**src/rtl/mux_4a2_l1_pkg.sv**
```systemverilog
// Shared L1 lane definitions used by the L1 mux and the L1/L2 demuxes.
package mux_4a2_l1_pkg;

    localparam int N_LANES_IN  = 4;
    localparam int N_LANES_OUT = 2;
    localparam int WIDTH_DEF   = 8;

    typedef struct packed {
        logic                 valid;
        logic [WIDTH_DEF-1:0] data;
    } lane_t;

endpackage

```
**src/rtl/mux_pair_reg.sv**
```systemverilog
// Two-lane valid/data register with load enable; invalid lanes optionally
// load zero data so the outputs never expose stale words.
module mux_pair_reg
    import mux_4a2_l1_pkg::*;
#(
    parameter int WIDTH        = WIDTH_DEF,
    parameter int MASK_INVALID = 1
) (
    input  logic                   clk,
    input  logic                   rst,
    input  logic                   load,
    input  logic [N_LANES_OUT-1:0] valid_d,
    input  logic [WIDTH-1:0]       data_d [N_LANES_OUT],
    output logic [N_LANES_OUT-1:0] valid_q,
    output logic [WIDTH-1:0]       data_q [N_LANES_OUT]
);

    logic [WIDTH-1:0] data_m [N_LANES_OUT];

    always_comb begin
        for (int i = 0; i < N_LANES_OUT; i++) begin
            data_m[i] = data_d[i];
            if ((MASK_INVALID != 0) && !valid_d[i]) begin
                data_m[i] = '0;
            end
        end
    end

    always_ff @(posedge clk or posedge rst) begin
        if (rst) begin
            valid_q <= '0;
            for (int i = 0; i < N_LANES_OUT; i++) begin
                data_q[i] <= '0;
            end
        end else if (load) begin
            valid_q <= valid_d;
            for (int i = 0; i < N_LANES_OUT; i++) begin
                data_q[i] <= data_m[i];
            end
        end
    end

endmodule

```
**src/rtl/mux_4a2_l1.sv**
```systemverilog
// L1 4-to-2 recombining mux: samples four lanes every other clk_2f edge and
// emits them as two consecutive lane pairs, order chosen by selectorL1.
module mux_4a2_l1
    import mux_4a2_l1_pkg::*;
#(
    parameter int WIDTH        = WIDTH_DEF,
    parameter int MASK_INVALID = 1
) (
    input  logic             clk_2f,
    input  logic             reset,
    input  logic             selectorL1,
    input  logic             valid0,
    input  logic             valid1,
    input  logic             valid2,
    input  logic             valid3,
    input  logic [WIDTH-1:0] data_in0,
    input  logic [WIDTH-1:0] data_in1,
    input  logic [WIDTH-1:0] data_in2,
    input  logic [WIDTH-1:0] data_in3,
    output logic             validout0,
    output logic             validout1,
    output logic [WIDTH-1:0] dataout0,
    output logic [WIDTH-1:0] dataout1,
    output logic             pair_sel
);

    logic                   phase_q;
    logic                   sel_q;
    logic                   pair_sel_q;
    logic                   sel_eff;

    logic [N_LANES_IN-1:0]  vin;
    logic [WIDTH-1:0]       din [N_LANES_IN];

    logic [N_LANES_OUT-1:0] first_v;
    logic [N_LANES_OUT-1:0] second_v;
    logic [WIDTH-1:0]       first_d  [N_LANES_OUT];
    logic [WIDTH-1:0]       second_d [N_LANES_OUT];

    logic [N_LANES_OUT-1:0] hold_v_q;
    logic [WIDTH-1:0]       hold_d_q [N_LANES_OUT];
    logic [N_LANES_OUT-1:0] out_v_d;
    logic [WIDTH-1:0]       out_d_d  [N_LANES_OUT];
    logic [N_LANES_OUT-1:0] out_v_q;
    logic [WIDTH-1:0]       out_d_q  [N_LANES_OUT];

    assign vin    = {valid3, valid2, valid1, valid0};
    assign din[0] = data_in0;
    assign din[1] = data_in1;
    assign din[2] = data_in2;
    assign din[3] = data_in3;

    always_ff @(posedge clk_2f or posedge reset) begin
        if (reset) begin
            phase_q    <= 1'b0;
            sel_q      <= 1'b0;
            pair_sel_q <= 1'b0;
        end else begin
            phase_q <= ~phase_q;
            if (!phase_q) begin
                sel_q      <= selectorL1;
                pair_sel_q <= 1'b0;
            end else begin
                pair_sel_q <= 1'b1;
            end
        end
    end

    // Order in force for the group in flight; selectorL1 only counts at phase 0.
    assign sel_eff = phase_q ? sel_q : selectorL1;

    always_comb begin
        for (int i = 0; i < N_LANES_OUT; i++) begin
            first_v[i]  = sel_eff ? vin[i]     : vin[i + 2];
            first_d[i]  = sel_eff ? din[i]     : din[i + 2];
            second_v[i] = sel_eff ? vin[i + 2] : vin[i];
            second_d[i] = sel_eff ? din[i + 2] : din[i];
            out_v_d[i]  = phase_q ? hold_v_q[i] : first_v[i];
            out_d_d[i]  = phase_q ? hold_d_q[i] : first_d[i];
        end
    end

    mux_pair_reg #(
        .WIDTH        (WIDTH),
        .MASK_INVALID (MASK_INVALID)
    ) u_hold (
        .clk     (clk_2f),
        .rst     (reset),
        .load    (~phase_q),
        .valid_d (second_v),
        .data_d  (second_d),
        .valid_q (hold_v_q),
        .data_q  (hold_d_q)
    );

    mux_pair_reg #(
        .WIDTH        (WIDTH),
        .MASK_INVALID (MASK_INVALID)
    ) u_out (
        .clk     (clk_2f),
        .rst     (reset),
        .load    (1'b1),
        .valid_d (out_v_d),
        .data_d  (out_d_d),
        .valid_q (out_v_q),
        .data_q  (out_d_q)
    );

    assign validout0 = out_v_q[0];
    assign validout1 = out_v_q[1];
    assign dataout0  = out_d_q[0];
    assign dataout1  = out_d_q[1];
    assign pair_sel  = pair_sel_q;

endmodule

```
**config.mk**
```make
export PLATFORM = sky130hd
export DESIGN_NAME = mux_4a2_l1
export DESIGN_NICKNAME = d
export VERILOG_FILES = /design/src/rtl/mux_4a2_l1_pkg.sv /design/src/rtl/mux_pair_reg.sv /design/src/rtl/mux_4a2_l1.sv
export SDC_FILE = /design/constraint.sdc
export NUM_CORES = 1
export LEC_CHECK = 0
export ABC_CLOCK_PERIOD_IN_PS = 2100
export BUFFER_PORTS_ARGS = -buffer_cell sky130_fd_sc_hd__buf_4
export CAP_MARGIN = 20
export CORE_MARGIN = 3
export CORE_UTILIZATION = 30
export DETAILED_ROUTE_END_ITERATION = 12
export PLACE_DENSITY_LB_ADDON = 0.05
export SETUP_SLACK_MARGIN = 0.15
export SLEW_MARGIN = 20
export SYNTH_ARGS = -nofsm -noshare
export SYNTH_HDL_FRONTEND = slang
export SYNTH_HIERARCHICAL = 1
export SYNTH_SLANG_ARGS = --single-unit
export TNS_END_PERCENT = 10
```
**constraint.sdc**
```tcl
create_clock -name clk_2f -period 2.1 [get_ports clk_2f]
set_input_delay 0 -clock clk_2f [delete_from_list [all_inputs] [get_ports clk_2f]]
set_output_delay 0 -clock clk_2f [all_outputs]
set_load 0.02 [all_outputs]
```
==> flow_summary.ini <==
[grt]
grt_overflow = 0
grt_pass1_vias = 1466
antenna_found_initial = 0
grt_pass1_wl_mm = 7.603
grt_start_max_net_pins = 39
grt_util_all_layers_pct = 13.20

[worst_setup_path]
crit_path_end_kind = flip-flop
worstSetupStartpointType = flip-flop
r2r_end = u_hold/data_q[12]
crit_type = reg -> reg
r2r_cells = 4
cp_slowest_cell = dfrtp_1
required_ns = 2.28
r2r_start = phase_q
path_delay_family = multiplexers
slowest_delay_ns = 0.41
worstPathMaxFanout = 9
reg2reg_setup_slack_ns = 0.43
path_buf_inv = 0
cp.arrival_ns = 1.85
worstPathCellList = mux2i_4, mux2_2, and2_1, a22o_1

[finish]
syn_to_final_growth_pct = 25.94
antenna_cells = 0
final_cell_area_mm2 = 0.002594
final_cells = 308
layout_common_cells = buf_4, dfrtp_1, a22o_1
layout-drive-gt1-share_pct = 39.39
mostFrequentLayoutCell = buf_4
nets = 269

[hold_path]
whs_endpoint = u_hold/data_q[4]
hold_start = data_in3[4]
hold-path-cell-count = 3
min_path_type = in -> reg

[sta]
grt_setup_unrepaired = no
fin_skew_ns = 0.007630
fmaxAchievable_ghz = 0.5998
hold_slack_ns = 0.04666
fin_crit_ns = 1.667
period_share_pct = 79.39
final.setup.worst_slack_ns = 0.4329
worst_pin_slew_ns = 0.7208
hold_viol_final = 0
setup_viol = 0
maxSlewViolCount = 0
final.setup.tns_ns = 0
max-slew-margin-rel_pct = 51.89

[placed_design]
placed_cells = 299
dp_hpwl_mm = 3.757
place.port_buffers = 57
pre_cts_slack_ns = 0.4314
post_dp_cell_area_mm2 = 0.002495
place.gp.congestion = 0.7217

[route]
wl_mm = 4.962
detail-route-antenna-nets = 0
drt_first_pass_iters = 4
route.vias.total = 1476
wl_per_cell_um = 16.11
drc_errors = 0
dr.first_iter.drc_count = 64
avgViaCountPerCell = 4.792

[cts]
numClockSinks = 39
cts_buffer_depth = 2
postCtsSetupBuffers = 0
cts_buffers = 5
root_buffer = clkbuf_8
cts.reportedPaths.clkPinSlew_ns = 0.08
cts_tree = yes
cts_resized = 0
insertion_delay_ns = 0.29
htreeDepth = 2

[logic_synthesis]
syn_area_mm2 = 0.002059
synth-seq-cells = 39
yosysSeqAreaShare_pct = 47.39
synthCells = 173
synth_area_per_cell_um2 = 11.90
yosysWarnings = 6
synth_cell_types = 19

[power_and_ir_drop]
seqPwrFrac_pct = 49.6
ir_worst_vdd_v = 0.0002346
clock_power_share_pct = 29.3
leakagePower_uw = 0.001329
p_comb_share_pct = 21.1
powerDensity_mw_per_mm2 = 656.6
power_switching_uw = 468.3
switching_share_pct = 27.50
internal-power_uw = 1235

[floorplan]
start_util_pct = 31.71
ios = 58
std_cell_rows = 29
dieWidth_um = 88.86
core_mm2 = 0.006495
die-area_mm2 = 0.007895
die_y_um = 88.86

[run_status]
status = complete, no violations

[run]
maxCapViolations = 0
[cell families (layout without fill, tap and decap cells)]
family	Yosys count	after routing	share of synthesized area [%]
AOI/OAI and AO/OA	54	54	19.56
DFF	39	39	47.39
muxes	37	37	21.32
and+or+nand+nor	22	22	4.495
buffers and inverters	20	76	7.048
other	1	3	0.1821
[through the flow]
step                      util [%]  power (uW)
after floorplan                  -        1072
after global placement       38.41        1211
after detailed placement     38.41        1220
after CTS                    39.93        1734
after global routing         39.93        1805
final                        39.93        1703
[Yosys cell counts]
library cell	n	area, um2
a21o_1	2	15.01
buf_6	7	78.83
dfrtp_1	39	975.9
mux2_2	9	101.4
mux2_4	9	135.1
buf_2	2	10.01
conb_1	1	3.750
inv_1	5	18.77
mux2i_4	1	22.52
a21o_2	2	17.52
nand2_1	18	67.56
buf_8	1	15.01
inv_2	2	7.510
mux2i_1	18	180.2
o21ai_0	18	90.09
buf_4	1	7.510
a22o_1	32	280.3
clkbuf_1	2	7.510
and2_1	4	25.02
[how the worst max path moves through the flow]
stage | start | to | slack (ns) | depth (start not counted)
2_1_floorplan | phase_q | u_hold/data_q[11] | 0.36 | 5
3_3_place_gp | phase_q | u_hold/data_q[14] | 0.47 | 4
3_5_place_dp | phase_q | u_hold/data_q[3] | 0.43 | 4
4_1_cts | phase_q | u_hold/data_q[3] | 0.42 | 4
5_1_grt | phase_q | u_hold/data_q[14] | 0.31 | 4
6_report | phase_q | u_hold/data_q[12] | 0.43 | 4
[sequential cells by signal (all words and copies together) (netlist names)]
signal	flops
u_hold/valid_q	2
u_out/valid_q	2
u_out/data_q	16
u_hold/data_q	16
sel_q	1
pair_sel	1
phase_q	1
[power by group through the flow]
stage / Clock, uW / Combinational, uW / Sequential, uW
final: 500 / 359 / 845
after detailed placement: 0 / 360 / 861
after CTS: 527 / 362 / 845
after global placement: 0 / 354 / 857
after floorplan: 0 / 180 / 892
after global routing: 563 / 390 / 852
[worst register-to-register path, cell delays in order, from the launching register on]
cell     delay [ns]
dfrtp_1        0.41
mux2i_4        0.29
mux2_2         0.35
and2_1         0.27
a22o_1         0.24
[per-layer routing]
layer | GRT usage, % | up-vias | routed length [um]
met4 | 4.121 | 0 | 23
met3 | 3.445 | 2 | 262
met5 | 0 | - | 0
met2 | 19.91 | 38 | 2221
met1 | 18.48 | 699 | 2454
li1 | - | 737 | -
[repair_timing]
action                     CTS  global route
setup endpoints to repair    0             0
hold buffers                 1             0
hold endpoints to repair    39             0
[layout make-up]
cell class	count	area [um2]
Clock buffer	5	68.82
Clock inverter	3	20.02
Fill cell	651	3901
Inverter	7	26.28
Multi-Input combinational cell	116	945.9
Sequential cell	39	975.9
Tap cell	77	96.34
Timing Repair Buffer	61	460.4
(Power assumes the default switching activity.)
